[config.mk]
export PLATFORM = sky130hd
export DESIGN_NAME = matrix_cfg_ctrl
export DESIGN_NICKNAME = d
export VERILOG_FILES = /design/src/rtl/matrix_cfg_ctrl.sv
export SDC_FILE = /design/constraint.sdc
export NUM_CORES = 1
export LEC_CHECK = 0
export CAP_MARGIN = 10
export CORE_MARGIN = 5
export CORE_UTILIZATION = 50
export DETAILED_ROUTE_END_ITERATION = 16
export PLACE_DENSITY = 0.85
export SKIP_LAST_GASP = 1
export SYNTH_ARGS = -nofsm -noshare
export SYNTH_HDL_FRONTEND = slang
export SYNTH_SLANG_ARGS = --single-unit
[constraint.sdc]
create_clock -name clk -period 3.45 [get_ports clk]
set_clock_uncertainty 0.1 [all_clocks]
set_input_delay 0.69 -clock clk [delete_from_list [all_inputs] [get_ports clk]]
set_output_delay 0.69 -clock clk [all_outputs]
set_load 0.02 [all_outputs]
[src/rtl/matrix_cfg_ctrl.sv]
// matrix_cfg_ctrl: stages 18 routing words, checks legality, commits them atomically to cfg_bus.
// Latency: cfg_done/cfg_err pulse and cfg_bus update 2 cycles after the last word's transfer.
// Backpressure: cfg_ready only in LOAD; optional readback port under MATRIX_CFG_READBACK_EN.
module matrix_cfg_ctrl #(
   parameter int NTB = 5,
   parameter int NLR = 4,
   parameter int CW  = 6
) (
   input  logic                             clk,
   input  logic                             rst,
   input  logic                             cfg_start,
   input  logic                             cfg_abort,
   input  logic [CW-1:0]                    cfg_data,
   input  logic                             cfg_valid,
   output logic                             cfg_ready,
   output logic                             busy,
   output logic                             cfg_done,
   output logic                             cfg_err,
`ifdef MATRIX_CFG_READBACK_EN
   input  logic [4:0]                       rd_addr,
   output logic [CW-1:0]                    rd_data,
`endif
   output logic [(2*NTB+2*NLR)*CW-1:0]      cfg_bus
);

   localparam int NENT = 2*NTB + 2*NLR;
   localparam int CNTW = $clog2(NENT);

   localparam logic [1:0] IDLE   = 2'd0;
   localparam logic [1:0] LOAD   = 2'd1;
   localparam logic [1:0] COMMIT = 2'd2;

   localparam logic [2:0] SIDE_TOP    = 3'd1;
   localparam logic [2:0] SIDE_RIGHT  = 3'd2;
   localparam logic [2:0] SIDE_BOTTOM = 3'd3;
   localparam logic [2:0] SIDE_LEFT   = 3'd4;

   logic [1:0]      state;
   logic [CNTW-1:0] cnt;
   logic            err_flag;
   logic [CW-1:0]   shadow [NENT];
   logic            xfer;
   logic            illegal;
   logic [2:0]      side;
   logic [2:0]      idx;
   logic [2:0]      own_side;
   logic [2:0]      own_idx;

   assign cfg_ready = (state == LOAD);
   assign busy      = (state != IDLE);
   assign xfer      = cfg_valid && cfg_ready;
   assign side      = cfg_data[2:0];
   assign idx       = cfg_data[5:3];

   // The pin driven by the entry currently being loaded; selecting it would close a loop.
   always_comb begin
      own_side = SIDE_TOP;
      own_idx  = 3'(cnt);
      if (cnt >= CNTW'(NENT - NLR)) begin
         own_side = SIDE_RIGHT;
         own_idx  = 3'(cnt - CNTW'(NENT - NLR));
      end else if (cnt >= CNTW'(2*NTB)) begin
         own_side = SIDE_LEFT;
         own_idx  = 3'(cnt - CNTW'(2*NTB));
      end else if (cnt >= CNTW'(NTB)) begin
         own_side = SIDE_BOTTOM;
         own_idx  = 3'(cnt - CNTW'(NTB));
      end
   end

   always_comb begin
      illegal = 1'b0;
      case (side)
         3'd0:                  illegal = 1'b0;
         SIDE_TOP, SIDE_BOTTOM: illegal = (idx >= 3'(NTB));
         SIDE_RIGHT, SIDE_LEFT: illegal = (idx >= 3'(NLR));
         default:               illegal = 1'b1;
      endcase
      if ((side != 3'd0) && (side == own_side) && (idx == own_idx))
         illegal = 1'b1;
   end

   always_ff @(posedge clk) begin
      if (rst) begin
         state    <= IDLE;
         cnt      <= '0;
         err_flag <= 1'b0;
         cfg_done <= 1'b0;
         cfg_err  <= 1'b0;
         cfg_bus  <= '0;
         for (int k = 0; k < NENT; k++)
            shadow[k] <= '0;
      end else begin
         cfg_done <= 1'b0;
         cfg_err  <= 1'b0;
         case (state)
            IDLE: begin
               if (cfg_start) begin
                  state    <= LOAD;
                  cnt      <= '0;
                  err_flag <= 1'b0;
               end
            end
            LOAD: begin
               // Abort takes priority; a word offered in the same cycle is dropped.
               if (cfg_abort) begin
                  state <= IDLE;
               end else if (xfer) begin
                  shadow[cnt] <= cfg_data;
                  cnt         <= cnt + 1'b1;
                  if (illegal)
                     err_flag <= 1'b1;
                  if (cnt == CNTW'(NENT - 1))
                     state <= COMMIT;
               end
            end
            COMMIT: begin
               state <= IDLE;
               if (err_flag) begin
                  cfg_err <= 1'b1;
               end else begin
                  cfg_done <= 1'b1;
                  for (int k = 0; k < NENT; k++)
                     cfg_bus[k*CW +: CW] <= shadow[k];
               end
            end
            default: state <= IDLE;
         endcase
      end
   end

`ifdef MATRIX_CFG_READBACK_EN
   logic [CW-1:0] rd_next;

   always_comb begin
      rd_next = '0;
      for (int k = 0; k < NENT; k++)
         if (rd_addr == 5'(k))
            rd_next = cfg_bus[k*CW +: CW];
   end

   always_ff @(posedge clk) begin
      if (rst)
         rd_data <= '0;
      else
         rd_data <= rd_next;
   end
`endif

endmodule

==> run summary, run 1 <==
Via count - 6,509
Cell count after synthesis - 860
Async SR Flop Fraction - 0%
Worst-skew pair later-pin latency - 0.50 ns
Synthesized net count - 879
Final period utilization - 81.9%
CTS tree - done
Met3 Use GR - 4.55%
Most common flop cell mapped by yosys - dfxtp_1
Gpl congestion - 0.879
Setup crit end kind - flop
Post-cts hold buffer count - 0
Layout area overhead - 24.5%
Fin. max-slew vios - 0
Worst Path Required - 3.76 ns
Global-route usage over all layers - 20.6%
Hold Fails Final Rpt - 0
Nets - 977
Count of input and output buffers - 122
Relative slew slack - 40.2%
Crit path kind - flop to flop
Finished Cell Area - 10,700 um2
Initial Utilization - 50.4%
GR Util met2 - 35.2%
Post-CTS Setup Bufs - 0
Max-Cap Viols - 0
Layout cell share with drive strength beyond 1 - 5.54%
Final setup fails - 0
Non-filler instance count after layout - 1,199
Worst setup SP type - flop
CTS Sinks - 226
Setup TNS - 0 ns
Post-route ant nets - 0
Most crowded layer after global routing - met2
Antenna violations before repair - 0
CP cell instances - inv_1 -> ha_1 -> a2111oi_4 -> a21o_1 -> a21oi_2 -> mux2i_1 -> or4_1 -> o31ai_1
Slew at the pin closest to its max-slew limit - 0.895 ns
First-pass GRT wire length - 33.0 mm
Sequential area share after synthesis - 65.2%
Htree depth - 1
Clock buffer depth - 3
Vias in the first global route - 6,309
1st-pass router iterations - 5
PD cells - 508 nW/um2
Unique cell type count in the Yosys netlist - 47
Syn Std Cell Area - 8590 um2
Avg WL per Cell - 17.3 um
EDFF count, synth - 108
Maximum vdd drop - 0.285 mV
Post-cts sizing count - 0
Dpl cells - 1,159
Maximum clock rate - 0.354 GHz
Die Outline Area - 19,900 um2
Slowest cell on crit path - dfxtp_1
Num CTS Buffers - 22
# diodes - 0
Area after DPL - 9960 um2
Clock-pin slew on the worst setup and hold paths - 0.06 ns
Post-route setup slack - 0.623 ns
Run status - completed
Routed vias/inst - 5.43
Standard-cell rows - 48
Initial DRC Count - 624
Average size of a mapped cell - 9.99 um2
Largest fanout on the critical path - 10
Pre-CTS setup slack - 0.387 ns
Yosys Warn Count - 0
Die X - 141 um
Crit path arrival time - 3.14 ns
Die height - 141 um
Final WL - 20.8 mm
Largest net degree at the start of global routing - 109
Min Tclk post-route - 2.83 ns
CP max stage delay - 0.56 ns
#FFs+latches synth - 226
I/O pin total - 123
Hold crit path type - flop to flop
Core Box Area - 17,100 um2
Overall power - 5430 uW
Routing usage on met1 - 25.6%
Clock root buffer - clkbuf_16
DRC viols - 0
RSZ-0062 raised after global routing - no
Grt total ovfl - 0
Static leakage - 0.00365 uW
Dpl hpwl - 13.6 mm
==> Yosys cell counts, types with 2 or more instances <==
cell type | count | area, um2
nand2_1 | 237 | 890
dfxtp_1 | 118 | 2360
a21oi_1 | 117 | 586
edfxtp_1 | 108 | 3240
nor2_1 | 104 | 390
clkbuf_1 | 49 | 184
nand2b_1 | 19 | 119
and3_1 | 16 | 100
inv_1 | 14 | 52.6
nand3_1 | 10 | 50.1
ha_1 | 8 | 100
o21ai_0 | 5 | 25.0
a21o_1 | 4 | 30.0
nor2b_1 | 4 | 25.0
xnor2_1 | 4 | 35.0
buf_1 | 3 | 11.3
a211oi_1 | 2 | 15.0
buf_6 | 2 | 22.5
mux2i_1 | 2 | 20.0
nand3b_1 | 2 | 15.0
nand4_1 | 2 | 12.5
nor3b_1 | 2 | 15.0
o2111ai_1 | 2 | 17.5
or3b_2 | 2 | 17.5
xor2_1 | 2 | 17.5
==> final cells by class <==
| type | count | area, um2 |
|---|---|---|
| timing repair buffer | 129 | 1300 |
| clock inverter | 14 | 146 |
| inverter | 15 | 58.8 |
| fill | 1326 | 6360 |
| sequential | 226 | 5610 |
| tap | 225 | 282 |
| clock buffer | 26 | 597 |
| multi-input combinational | 564 | 2710 |
==> cell usage in the layout, fill, tap and decap left out, drive strengths merged, types with 2 or more instances in the layout <==
cell	synthesis	layout
nor2	104	104
xor2	3	3
ha	8	8
nor2b	4	4
o21ai	5	5
dfxtp	118	118
clkinvlp	0	2
nand4	2	2
nand3b	2	2
a211oi	3	3
a21oi	118	118
nor3b	2	2
nor3	2	2
buf	6	8
nand2	237	237
mux2i	2	2
and3	16	16
clkinv	0	9
bufinv	0	3
clkdlybuf4s50	0	121
nand3	10	10
nand2b	19	19
or3b	2	2
xnor2	4	4
o2111ai	2	2
edfxtp	108	108
clkbuf	49	26
a21o	4	4
inv	15	15
==> metal layers <==
metal	up-vias	wire length, um
li1	3068	-
met1	3043	7890
met2	337	10400
met3	61	1880
met4	0	605
met5	-	0
==> registers in the layout, indices dropped and copies added, names as in the netlist <==
signal / flops
cfg_err: 1
cfg_done: 1
state: 2
cfg_bus: 108
cnt: 5
shadow: 108
err_flag: 1
==> worst max-delay path: cells and delay by family, from the launching register on <==
| kind | cells | cell delay [ns] |
|---|---|---|
| AO/OA/AOI/OAI | 4 | 0.96 |
| flip-flops | 1 | 0.56 |
| adder cells (fa/ha/maj) | 1 | 0.29 |
| buffers and inverters | 1 | 0.20 |
| multiplexers | 1 | 0.12 |
| AND/OR/NAND/NOR | 1 | 0.51 |
==> power by group <==
group | total (uW) | internal [uW] | switching [uW]
logic | 120 | 33.4 | 86.8
clock network | 2440 | 1460 | 979
registers | 2870 | 2850 | 21.6
total | 5430 | 4340 | 1090
==> logic make-up (layout without fill, tap and decap cells) <==
logic type,after synthesis,after routing,share of synthesized area (%)
and+or+nand+nor,406,406,19.7
DFF,226,226,65.2
AOI/OAI and AO/OA,140,140,9.30
buffers and inverters,70,184,3.28
adders and majority gates,8,8,1.16
xor gates and xnor gates,7,7,0.932
muxes,3,3,0.364
==> final timing paths <==
kind	from	to	slack [ns]	cells after the start
worst max-delay path	cnt[1]	err_flag	0.62	8
worst min-delay path	cfg_bus[27]	cfg_bus[27]	0.35	2
worst max register to register	cnt[1]	err_flag	0.62	8
worst min register to register	cfg_bus[27]	cfg_bus[27]	0.35	2
==> stage by stage <==
stage	utilization, %	hold slack (ns)
floorplan	-	0.371
global placement	58.4	0.343
detailed placement	58.4	0.348
CTS	62.7	0.357
global route	62.7	0.367
finish	62.7	0.354
(Power assumes the default switching activity.)
==> run 2: changes to the inputs <==
- CORE_UTILIZATION: 50 -> 49
- PLACE_DENSITY: 0.85 -> 0.87
- clock period: 3.45 -> 2.43 ns (I/O delays scaled with it)
==> run 2 against run 1 <==
  * Maximum frequency is 20% higher
  * Register-to-register slack lost 0.54 ns
  * Non-clock buffer count increased by 49
  * Final area increased by 4.1%
  * Combinational power increased by 58%
  * Sequential share of layout area is 2.0 points lower
  * Clock-buffer cell count rose by 6
  * Die area rose by 1.9%
  * Power increased by 42%
==> run summary, run 2 (synthesis gave the netlist of run 1 again) <==
Post-route ant nets - 0 (unchanged)
Worst-skew pair later-pin latency - 0.49 ns (about the same)
Routed vias/inst - 5.42 (-0.23%)
Max-Cap Viols - 0 (unchanged)
Register area - 5610 um2 (about the same)
Footprint of the multi-input gates - 2720 um2 (about the same)
Grt total ovfl - 0 (unchanged)
Setup crit end kind - flop
Crit path arrival time - 2.66 ns (-0.48 ns)
Final WL - 21.6 mm (+4.0%)
First-pass GRT wire length - 34.2 mm (+3.9%)
# diodes - 0 (unchanged)
DRC viols - 0 (unchanged)
Htree depth - 1 (unchanged)
Clock buffer depth - 3 (unchanged)
Post-route setup slack - 0.0789 ns (-0.544 ns)
CTS tree - done
Via count - 6,765 (+3.9%)
Initial DRC Count - 459 (-26%)
Layout area overhead - 29.6%
Relative slew slack - 59.7% (+20 points)
Run status - completed
Initial Utilization - 49.9% (-0.53 points)
Num CTS Buffers - 23 (+4.5%)
Dpl cells - 1,208 (+4.2%)
Commonest non-fill, non-tap cells in the layout - 237 x nand2_1, 120 x clkdlybuf4s50_1, 117 x a21oi_1, 116 x dfxtp_1, 108 x edfxtp_1
CTS Sinks - 226 (unchanged)
1st-pass router iterations - 6 (+1)
Layout cell share with drive strength beyond 1 - 10.4% (+4.9 points)
Pre-CTS setup slack - -0.0748 ns (-0.462 ns)
Clock root buffer - clkbuf_16
Global-route usage over all layers - 21.1% (+0.42 points)
I/O pin total - 123 (unchanged)
Worst setup SP type - flop
Die height - 142 um (+0.95%)
Antenna violations before repair - 0 (unchanged)
Vias in the first global route - 6,530 (+3.5%)
Static leakage - 0.00393 uW (+7.5%)
Largest net degree at the start of global routing - 109 (unchanged)
Avg WL per Cell - 17.3 um (-0.12%)
Post-cts hold buffer count - 0 (unchanged)
Largest fanout on the critical path - 4 (-6)
Final period utilization - 96.8% (+15 points)
Fin Hold WS - 0.354 ns (-0.000720 ns)
Dpl hpwl - 14.4 mm (+6.3%)
Post-CTS Setup Bufs - 0 (unchanged)
Hold crit path type - flop to flop
Min Tclk post-route - 2.35 ns (-0.476 ns)
Biggest regs - cfg_bus: 108 flops, shadow: 108 flops, cnt: 5 flops
Die Outline Area - 20,300 um2 (+1.9%)
Maximum clock rate - 0.425 GHz (+20%)
Gpl congestion - 0.874 (-0.61%)
Clock-pin slew on the worst setup and hold paths - 0.06 ns (about the same)
Hold Fails Final Rpt - 0 (unchanged)
Die X - 142 um (+0.95%)
Maximum vdd drop - 0.484 mV (+70%)
Core Box Area - 17,200 um2 (+1.1%)
Non-filler instance count after layout - 1,249 (+4.2%)
Slew at the pin closest to its max-slew limit - 0.603 ns (-0.292 ns)
Fin. max-slew vios - 0 (unchanged)
Most common cell after layout, fill and taps aside - nand2_1
PD cells - 695 nW/um2 (+37%)
Filler cells - 1,252 (-5.6%)
Worst Path Required - 2.74 ns (-1.02 ns)
Count of input and output buffers - 122 (unchanged)
Crit path kind - flop to flop
RSZ-0062 raised after global routing - yes
Standard-cell rows - 48 (unchanged)
Final setup fails - 0 (unchanged)
Nets - 1,027 (+5.1%)
==> run 2: cell type report <==
class	instances	share of cell area (%)
Timing Repair Buffer	178	15.4
Sequential cell	226	50.4
Clock buffer	32	5.92
Clock inverter	9	0.865
Multi-Input combinational cell	564	24.4
Inverter	15	0.528
Tap cell	225	2.53
==> run 2: report_power, final <==
part	switching, uW	internal (uW)
Sequential	27.5	4040
Combinational	127	63.1
Clock	1370	2100
==> run 2: path summary, 6_finish.rpt <==
kind	start	to	slack, ns	depth (start not counted)
worst max-delay path	cnt[2]	err_flag	0.08	7
worst min-delay path	cfg_bus[21]	cfg_bus[21]	0.35	2
worst max register to register	cnt[2]	err_flag	0.08	7
worst min register to register	cfg_bus[21]	cfg_bus[21]	0.35	2
==> run 2: what timing repair did <==
action | 4_1_cts | 5_1_grt
pin swaps | 0 | 1
gates resized for setup | 1 | 3
endpoints found under the setup margin | 1 | 2
==> run 2: critical path, stage by stage (launching register included) <==
cell	delay, ns
dfxtp_1	0.34
ha_1	0.27
a2111oi_4	0.47
a21o_1	0.19
a21oi_2	0.07
mux2i_1	0.12
or4_1	0.49
o31ai_1	0.23
==> run 2: metal layers <==
metal | up-vias | track usage [%] | part of all wire (%)
met2 | 292 | 37.1 | 51
met4 | 0 | 6.95 | 2.8
met3 | 49 | 3.43 | 7.3
met1 | 3255 | 26.6 | 39
li1 | 3169 | - | -
met5 | - | 0 | 0
==> run 2: per-stage QoR <==
stage	setup TNS, ns	power (uW)	utilization, %	instance area (um2)
floorplan	0	4250	-	8600
CTS	0	7780	64.6	11100
global route	-0.0362	7980	64.6	11100
detailed placement	-1.29	4340	60.2	10400
global placement	-0.0698	4330	60.2	10400
finish	0	7730	64.6	11100
==> run 3: changes to the inputs <==
- CORE_ASPECT_RATIO: not set -> 2
- SLEW_MARGIN: not set -> 20
==> run 3 against run 2 <==
  * Maximum frequency fell by 2.3%
  * Flip-flop and latch count did not move
  * Utilization fell by 0.15 points
  * First-iteration DRC count rose by 39%
  * Largest cell class unchanged
  * Largest power group unchanged
  * Critical path depth rose by 1
==> run summary, run 3 (synthesis gave the netlist of run 1 again) <==
Run status - completed
Final setup fails - 0 (unchanged)
Fin. max-slew vios - 0 (unchanged)
Avg WL per Cell - 18.0 um (+4.2%)
Setup crit end kind - flop
Nets - 1,031 (+0.39%)
Relative slew slack - 56.1% (-3.6 points)
Gpl congestion - 0.887 (+1.5%)
Most common cell after layout, fill and taps aside - nand2_1
Die Outline Area - 20,400 um2 (+0.79%)
Min Tclk post-route - 2.41 ns (+0.0545 ns)
Crit path arrival time - 2.71 ns (+0.05 ns)
Layout cell share with drive strength beyond 1 - 11.1% (+0.67 points)
Final WL - 22.3 mm (+3.1%)
Max-Cap Viols - 0 (unchanged)
DRC viols - 0 (unchanged)
Hold crit path type - flop to flop
Via count - 6,684 (-1.2%)
Wl on met1 - 7.35 mm (-13%)
Global-route usage over all layers - 21.0% (-0.038 points)
Layout area overhead - 29.6% (about the same)
Count of input and output buffers - 122 (unchanged)
Initial DRC Count - 638 (+39%)
CTS tree - done
CTS Sinks - 226 (unchanged)
RSZ-0062 raised after global routing - yes
I/O pin total - 123 (unchanged)
Die height - 197 um (+39%)
Static leakage - 0.00394 uW (+0.28%)
Largest net degree at the start of global routing - 117 (+7.3%)
First-pass GRT wire length - 34.5 mm (+0.79%)
Standard-cell rows - 68 (+42%)
Worst Path Required - 2.74 ns (about the same)
Maximum vdd drop - 0.460 mV (-5.0%)
Commonest non-fill, non-tap cells in the layout - 237 x nand2_1, 120 x clkdlybuf4s50_1, 117 x a21oi_1, 114 x dfxtp_1, 108 x edfxtp_1
Worst setup SP type - flop
# diodes - 0 (unchanged)
PD cells - 669 nW/um2 (-3.7%)
Met3 routed WL - 1.26 mm (-20%)
Biggest regs - cfg_bus: 108 flops, shadow: 108 flops, cnt: 5 flops
Initial Utilization - 49.8% (-0.10 points)
Metal2 WL - 12.5 mm (+15%)
Maximum clock rate - 0.416 GHz (-2.3%)
Num CTS Buffers - 20 (-13%)
Vias in the first global route - 6,713 (+2.8%)
Die X - 104 um (-27%)
Top layer in use - met4
Area after DPL - 10,400 um2 (+0.57%)
Post-cts hold buffer count - 0 (unchanged)
Worst-skew pair later-pin latency - 0.49 ns (about the same)
Routed vias/inst - 5.41 (about the same)
Antenna violations before repair - 0 (unchanged)
Setup TNS - 0 ns (unchanged)
Overall power - 7450 uW (-3.7%)
Post-route ant nets - 0 (unchanged)
Clock buffer depth - 3 (unchanged)
Clock root buffer - clkbuf_16
Core Box Area - 17,300 um2 (+0.20%)
Finished Cell Area - 11,100 um2 (about the same)
Slew at the pin closest to its max-slew limit - 0.659 ns (+0.0553 ns)
Grt total ovfl - 0 (unchanged)
Largest fanout on the critical path - 4 (unchanged)
Crit path kind - flop to flop
Htree depth - 1 (unchanged)
Hold Fails Final Rpt - 0 (unchanged)
Final period utilization - 99.0% (+2.2 points)
Dpl hpwl - 15.4 mm (+7.2%)
Clock-pin slew on the worst setup and hold paths - 0.07 ns (about the same)
1st-pass router iterations - 5 (-1)
[run 3: stage by stage]
stage	setup WS (ns)	instances	hold slack [ns]	utilization, %
6_report	0.0243	1235	0.352	64.5
5_1_grt	-0.0539	1235	0.373	64.5
4_1_cts	0.0168	1235	0.356	64.3
3_5_place_dp	-0.141	1200	0.346	60.4
3_3_place_gp	-0.0706	1200	0.342	60.4
2_1_floorplan	0.0335	860	0.371	-
[run 3: path summary, 6_finish.rpt]
check / start / slack, ns / cells past startpoint / end
hold / removal: cfg_bus[0] / 0.35 / 2 / cfg_bus[0]
hold reg to reg: cfg_bus[0] / 0.35 / 2 / cfg_bus[0]
setup / recovery: cnt[1] / 0.02 / 8 / err_flag
setup reg to reg: cnt[1] / 0.02 / 8 / err_flag
[run 3: routing by layer]
metal / vias up / global-route usage [%]
li1: 3160 / -
met1: 3180 / 21.1
met2: 271 / 41.3
met3: 73 / 2.58
met4: 0 / 10.8
met5: - / 0
[run 3: what timing repair did]
action,CTS,global route
endpoints found under the setup margin,2,2
pin swaps,1,4
setup buffers,0,0
resized for setup,1,10
[run 3: area by class of cell]
type | instances | area, um2
tap | 210 | 263
fill | 1299 | 6140
inverter | 15 | 58.8
sequential | 226 | 5610
timing repair buffer | 185 | 1800
clock inverter | 7 | 63.8
multi-input combinational | 564 | 2740
clock buffer | 28 | 603
[run 3: critical path, stage by stage, from the launching register on]
cell	delay, ns
dfxtp_2	0.35
inv_1	0.06
ha_2	0.20
a2111oi_4	0.43
a21o_1	0.19
a21oi_2	0.07
mux2i_1	0.14
or4_1	0.54
o31ai_2	0.25
[run 3: power breakdown]
part           switching (uW)  internal, uW  total (uW)  leakage, uW
Sequential               27.2          4040        4070      0.00207
Clock                    1330          1850        3180     0.000331
Combinational             132          69.3         201      0.00154
Total                    1490          5960        7450      0.00394
